**src/rtl/ibex_rf_wport_arbiter.sv**
```systemverilog
// ibex_rf_wport_arbiter: shares the integer register-file write port between
// the unstallable core writeback path and buffered FPU integer results.
//
// Ports:
//   clk_i, rst_i                  clock, synchronous active-high reset
//   core_we_i/waddr_i/wdata_i     core writeback request (always granted)
//   fpu_valid_i/ready_o           FPU result handshake
//   fpu_waddr_i/wdata_i           FPU destination register and data
//   flush_i                       drop all buffered FPU results
//   hazard_raddr_a_i/b_i          ID operand addresses for the hazard check
//   hazard_o                      operand matches a pending FPU write
//   stall_core_o                  ask ID/EX to withhold core writes
//   rf_we_o/waddr_o/wdata_o       register file write port
//   fifo_empty_o                  no buffered FPU results
module ibex_rf_wport_arbiter #(
  parameter int unsigned FifoDepth   = 2,
  parameter int unsigned StarveLimit = 4
) (
  input  logic        clk_i,
  input  logic        rst_i,
  input  logic        core_we_i,
  input  logic [4:0]  core_waddr_i,
  input  logic [31:0] core_wdata_i,
  input  logic        fpu_valid_i,
  output logic        fpu_ready_o,
  input  logic [4:0]  fpu_waddr_i,
  input  logic [31:0] fpu_wdata_i,
  input  logic        flush_i,
  input  logic [4:0]  hazard_raddr_a_i,
  input  logic [4:0]  hazard_raddr_b_i,
  output logic        hazard_o,
  output logic        stall_core_o,
  output logic        rf_we_o,
  output logic [4:0]  rf_waddr_o,
  output logic [31:0] rf_wdata_o,
  output logic        fifo_empty_o
);

  localparam int unsigned PtrW =
    (FifoDepth > 1) ? $clog2(FifoDepth) : 1;
  localparam int unsigned CntW = PtrW + 1;
  localparam logic [CntW-1:0] DepthC = CntW'(FifoDepth);
  localparam logic [3:0] LimitC = 4'(StarveLimit);

  // FIFO storage; r_wr marks entries that really write (non-x0)
  logic [4:0]           r_addr [FifoDepth];
  logic [31:0]          r_data [FifoDepth];
  logic [FifoDepth-1:0] r_vld;
  logic [FifoDepth-1:0] r_wr;
  logic [PtrW-1:0]      r_wptr;
  logic [PtrW-1:0]      r_rptr;
  logic [CntW-1:0]      r_count;
  logic [3:0]           r_wait;
  logic                 r_stall;

  logic        w_empty;
  logic        w_full;
  logic        w_push;
  logic        w_pop;
  logic        w_head_wr;
  logic [4:0]  w_head_addr;
  logic [31:0] w_head_data;
  logic [3:0]  w_wait_nxt;
  logic        w_hazard;
  logic        w_a_nz;
  logic        w_b_nz;

  assign w_empty = (r_count == '0);
  assign w_full  = (r_count == DepthC);

  // Ready comes only from registered state, never from a pop this cycle
  assign fpu_ready_o = ~w_full & ~flush_i;
  assign w_push      = fpu_valid_i & fpu_ready_o;

  // The core always wins the port; reset suppresses any drain
  assign w_pop = ~rst_i & ~core_we_i & ~w_empty;

  assign w_head_wr   = r_wr[r_rptr];
  assign w_head_addr = r_addr[r_rptr];
  assign w_head_data = r_data[r_rptr];

  assign rf_we_o    = core_we_i | (w_pop & w_head_wr);
  assign rf_waddr_o = core_we_i ? core_waddr_i : w_head_addr;
  assign rf_wdata_o = core_we_i ? core_wdata_i : w_head_data;

  assign fifo_empty_o = w_empty;
  assign stall_core_o = r_stall;

  always_comb begin
    w_wait_nxt = r_wait;
    if (w_pop || w_empty) begin
      w_wait_nxt = '0;
    end else if (core_we_i && (r_wait != LimitC)) begin
      w_wait_nxt = r_wait + 4'd1;
    end
  end

  assign w_a_nz = (hazard_raddr_a_i != 5'd0);
  assign w_b_nz = (hazard_raddr_b_i != 5'd0);

  always_comb begin
    w_hazard = 1'b0;
    for (int i = 0; i < int'(FifoDepth); i++) begin
      if (r_vld[i] && r_wr[i]) begin
        if ((w_a_nz && (r_addr[i] == hazard_raddr_a_i)) ||
            (w_b_nz && (r_addr[i] == hazard_raddr_b_i))) begin
          w_hazard = 1'b1;
        end
      end
    end
  end

  assign hazard_o = w_hazard;

  always_ff @(posedge clk_i) begin
    if (w_push) begin
      r_addr[r_wptr] <= fpu_waddr_i;
      r_data[r_wptr] <= fpu_wdata_i;
    end
  end

  always_ff @(posedge clk_i) begin
    if (rst_i) begin
      r_vld   <= '0;
      r_wr    <= '0;
      r_wptr  <= '0;
      r_rptr  <= '0;
      r_count <= '0;
      r_wait  <= '0;
      r_stall <= 1'b0;
    end else if (flush_i) begin
      r_vld   <= '0;
      r_wptr  <= '0;
      r_rptr  <= '0;
      r_count <= '0;
      r_wait  <= '0;
      r_stall <= 1'b0;
    end else begin
      if (w_push) begin
        r_vld[r_wptr] <= 1'b1;
        r_wr[r_wptr]  <= (fpu_waddr_i != 5'd0);
        r_wptr        <= r_wptr + 1'b1;
      end
      if (w_pop) begin
        r_vld[r_rptr] <= 1'b0;
        r_rptr        <= r_rptr + 1'b1;
      end
      unique case ({w_push, w_pop})
        2'b10:   r_count <= r_count + 1'b1;
        2'b01:   r_count <= r_count - 1'b1;
        default: r_count <= r_count;
      endcase
      r_wait  <= w_wait_nxt;
      r_stall <= (w_wait_nxt == LimitC);
    end
  end

  always_ff @(posedge clk_i) begin
    if (!rst_i) begin
      assert (r_count <= DepthC);
      assert (!(w_pop && w_empty));
      assert (!rf_we_o ||
              $onehot({core_we_i, w_pop & w_head_wr}));
      assert (!(r_stall && core_we_i));
    end
  end

endmodule

```
**config.mk**
```make
export PLATFORM = sky130hd
export DESIGN_NAME = ibex_rf_wport_arbiter
export DESIGN_NICKNAME = d
export VERILOG_FILES = /design/src/rtl/ibex_rf_wport_arbiter.sv
export SDC_FILE = /design/constraint.sdc
export NUM_CORES = 1
export LEC_CHECK = 0
export BUFFER_PORTS_ARGS = -buffer_cell sky130_fd_sc_hd__buf_2
export CORE_UTILIZATION = 50
export DETAILED_ROUTE_END_ITERATION = 12
export PLACE_DENSITY_LB_ADDON = 0.12
export SYNTH_ARGS = -nofsm -noshare
export SYNTH_HDL_FRONTEND = slang
export SYNTH_SLANG_ARGS = --single-unit
```
**constraint.sdc**
```tcl
create_clock -name clk_i -period 2.1 [get_ports clk_i]
set_input_delay 0.42 -clock clk_i [delete_from_list [all_inputs] [get_ports clk_i]]
set_output_delay 0.42 -clock clk_i [all_outputs]
set_load 0.03 [all_outputs]
```
==> metrics <==
die area=8160 µm²; WL/cell=~14 µm; FF+latch count, synth=88; final WL=7.74 mm; htree depth=3; fillers=571; RSZ-0062 raised after global routing=yes; Final Net Count=roughly 540; Syn. warnings=0; Final Hold Fails=0; CTS Buffer Depth=2; Critical Path Max Stage Delay=~450 ps; Post-synth EDFFs=74; Pins Over Slew Limit=0; total power=around 3.4 mW; port bufs=between 100 and 150; core area=around 7400 µm²; fin crit share=106%; TritonCTS Buffers=9; worst path bufs/invs=1; vias after detailed routing=2,802; fin worst setup slack=-125 ps; worst hold-check path type=in2reg; most common cell after layout, fill and taps aside=buf_2; Mapped Nets=400; Starting Density=52.7%; std cell rows=31; area grow syn2layout=27.1%; critical path type=reg2out; antenna violations before repair=0; Clock transition at path regs=roughly 90 ps; 1st-pass router iterations=4; initial drt markers=85; post-cts hold buffer count=0; FFs w/ async S/R, synth=0%; Tmin final=approximately 2200 ps; Global Route Usage Sum=19.5%; final setup vio count=1; most frequent cells in the layout=129 x buf_2, 74 x edfxtp_1, 42 x nand2_1, 40 x mux2i_1, 39 x o21ai_0; grt ovf=0; failing checks=setup timing; DP HPWL=5.62 mm; register area share after synthesis=64.1%; critical-path cell list=xor2_1, nor4_2, a31oi_1, o22ai_1, buf_4; die width=90.4 µm; status=finished with violations; largest net degree at the start of global routing=45; gpl congestion=0.975; critical path endpoint category=output port; Max VDD drop=roughly 0.41 mV; number of remaining DRC errors=0; CTS tree=built; Worst Path Required=1680 ps; CTS root buf=clkbuf_8; antenna cells=0; Worst-Skew Late Latency=between 300 and 400 ps; Max-Slew Margin vs Limit=between 70% and 80%; R2R Setup Slk=340 ps; Via density=5.07; post-route ant nets=0; Yosys cell types=32; Post-Syn Area per Cell=12.7 µm²; Worst-Margin Slew=around 400 ps; clk sink count=~90; I/O pins=131; Synth Cell Area=around 4000 µm²; clk_skew=13.2 ps; crit path max fanout=3; cell taking the most area after synthesis=edfxtp_1; MaxCap Viol Count=0; area share of the largest cell type after synthesis=56.9%; P_leak=between 1.5 and 2 nW; Power Density=693 nW/µm²; Synth Flop Type=edfxtp_1; Max Clk Rate=0.449 GHz; layout cell share with drive strength beyond 1=37.4%; vias in the first global route=2,756; Critical Path AT=1810 ps; setup TNS=-125 ps; Cells after Synth=308; CP max stage cell=edfxtp_1; synth top area cells=edfxtp_1 57%, mux2i_1 10%, dfxtp_1 7.2%, o21ai_0 5.0%, nand2_1 4.0%; delay-heaviest family, CP=flip-flops; first-pass GRT wire length=between 10 and 15 mm; startpoint types=register; Die Y=~90 µm
-- path summary, 6_finish.rpt --
kind	start	end	cells after the start
hold reg to reg	r_vld[1]	r_vld[1]	2
hold / removal	fpu_wdata_i[22]	r_data[0][22]	1
setup reg to reg	r_count[1]	r_count[1]	6
setup / recovery	r_addr[0][1]	hazard_o	5
-- power by group --
| group | total [mW] | internal (mW) | switching, mW |
|---|---|---|---|
| clock | 1.02 | 0.438 | 0.579 |
| sequential | 1.96 | 1.94 | 0.0184 |
| combinational | 0.462 | 0.174 | 0.288 |
-- cells in the mapped netlist, types with 2 or more instances --
library cell and number:
inv_2 2, mux2i_1 40, nor4_1 4, xor2_1 13, dfxtp_1 14, buf_2 6, buf_1 3, nor2_1 17
nor3_1 4, o21ai_0 39, nand2_1 42, or4_1 2, clkbuf_1 5, a21oi_1 3, a31oi_1 2, nand3_1 3
or3_1 2, ha_1 3, edfxtp_1 74, xnor2_1 13, o22ai_1 2, inv_1 5
-- final cells by class --
cell class / count / area, µm² / share of cell area, %
well taps: 99 / 124 / 2.50
clock buffers: 11 / 131 / 2.65
inverters: 7 / 30.0 / 0.605
repair buffers: 144 / 796 / 16.0
flip-flops and latches: 88 / 2510 / 50.5
clock inverters: 5 / 41.3 / 0.832
multi-input cells: 199 / 1330 / 26.8
-- sequential cells by signal, indices dropped and copies added, names as in the netlist, 2 cells and up, named ones only --
signal / cells
r_wr: 2
r_data: 64
r_addr: 10
r_count: 2
r_vld: 2
r_wait: 4
-- logic make-up after synthesis --
logic type	count (synthesis)	share of synthesized area (%)
DFF	88	64.1
and+or+nand+nor	78	8.91
AOI/OAI and AO/OA	52	7.72
muxes	40	10.3
xor gates and xnor gates	26	5.83
buffers and inverters	21	2.21
adders and majority gates	3	0.962
-- metal layers --
metal | GRT usage (%) | wire length, µm | vias to the layer above
met4 | 6.32 | 123 | 0
li1 | - | - | 1406
met3 | 6.23 | 528 | 15
met2 | 34.3 | 3910 | 96
met5 | 0 | 0 | -
met1 | 22.6 | 3180 | 1285
-- repair_timing --
action,CTS,global route
gates resized for setup,3,2
pin swaps,6,4
setup endpoints to repair,1,2
setup buffers,1,0
-- through the flow --
| stage | util, % | instance area [µm²] | instances | hold slack, ps | worst slack (ps) |
|---|---|---|---|---|---|
| after floorplan | - | 3910 | 308 | 445 | 28.7 |
| after CTS | 66.9 | 4960 | 553 | 243 | -120 |
| after detailed placement | 64.3 | 4760 | 536 | 478 | -54.7 |
| after global routing | 66.9 | 4960 | 553 | 229 | -228 |
| final | 66.9 | 4960 | 553 | 253 | -125 |
| after global placement | 64.3 | 4760 | 536 | 467 | 9.40 |
No activity file was read; power rests on OpenSTA's default activity.
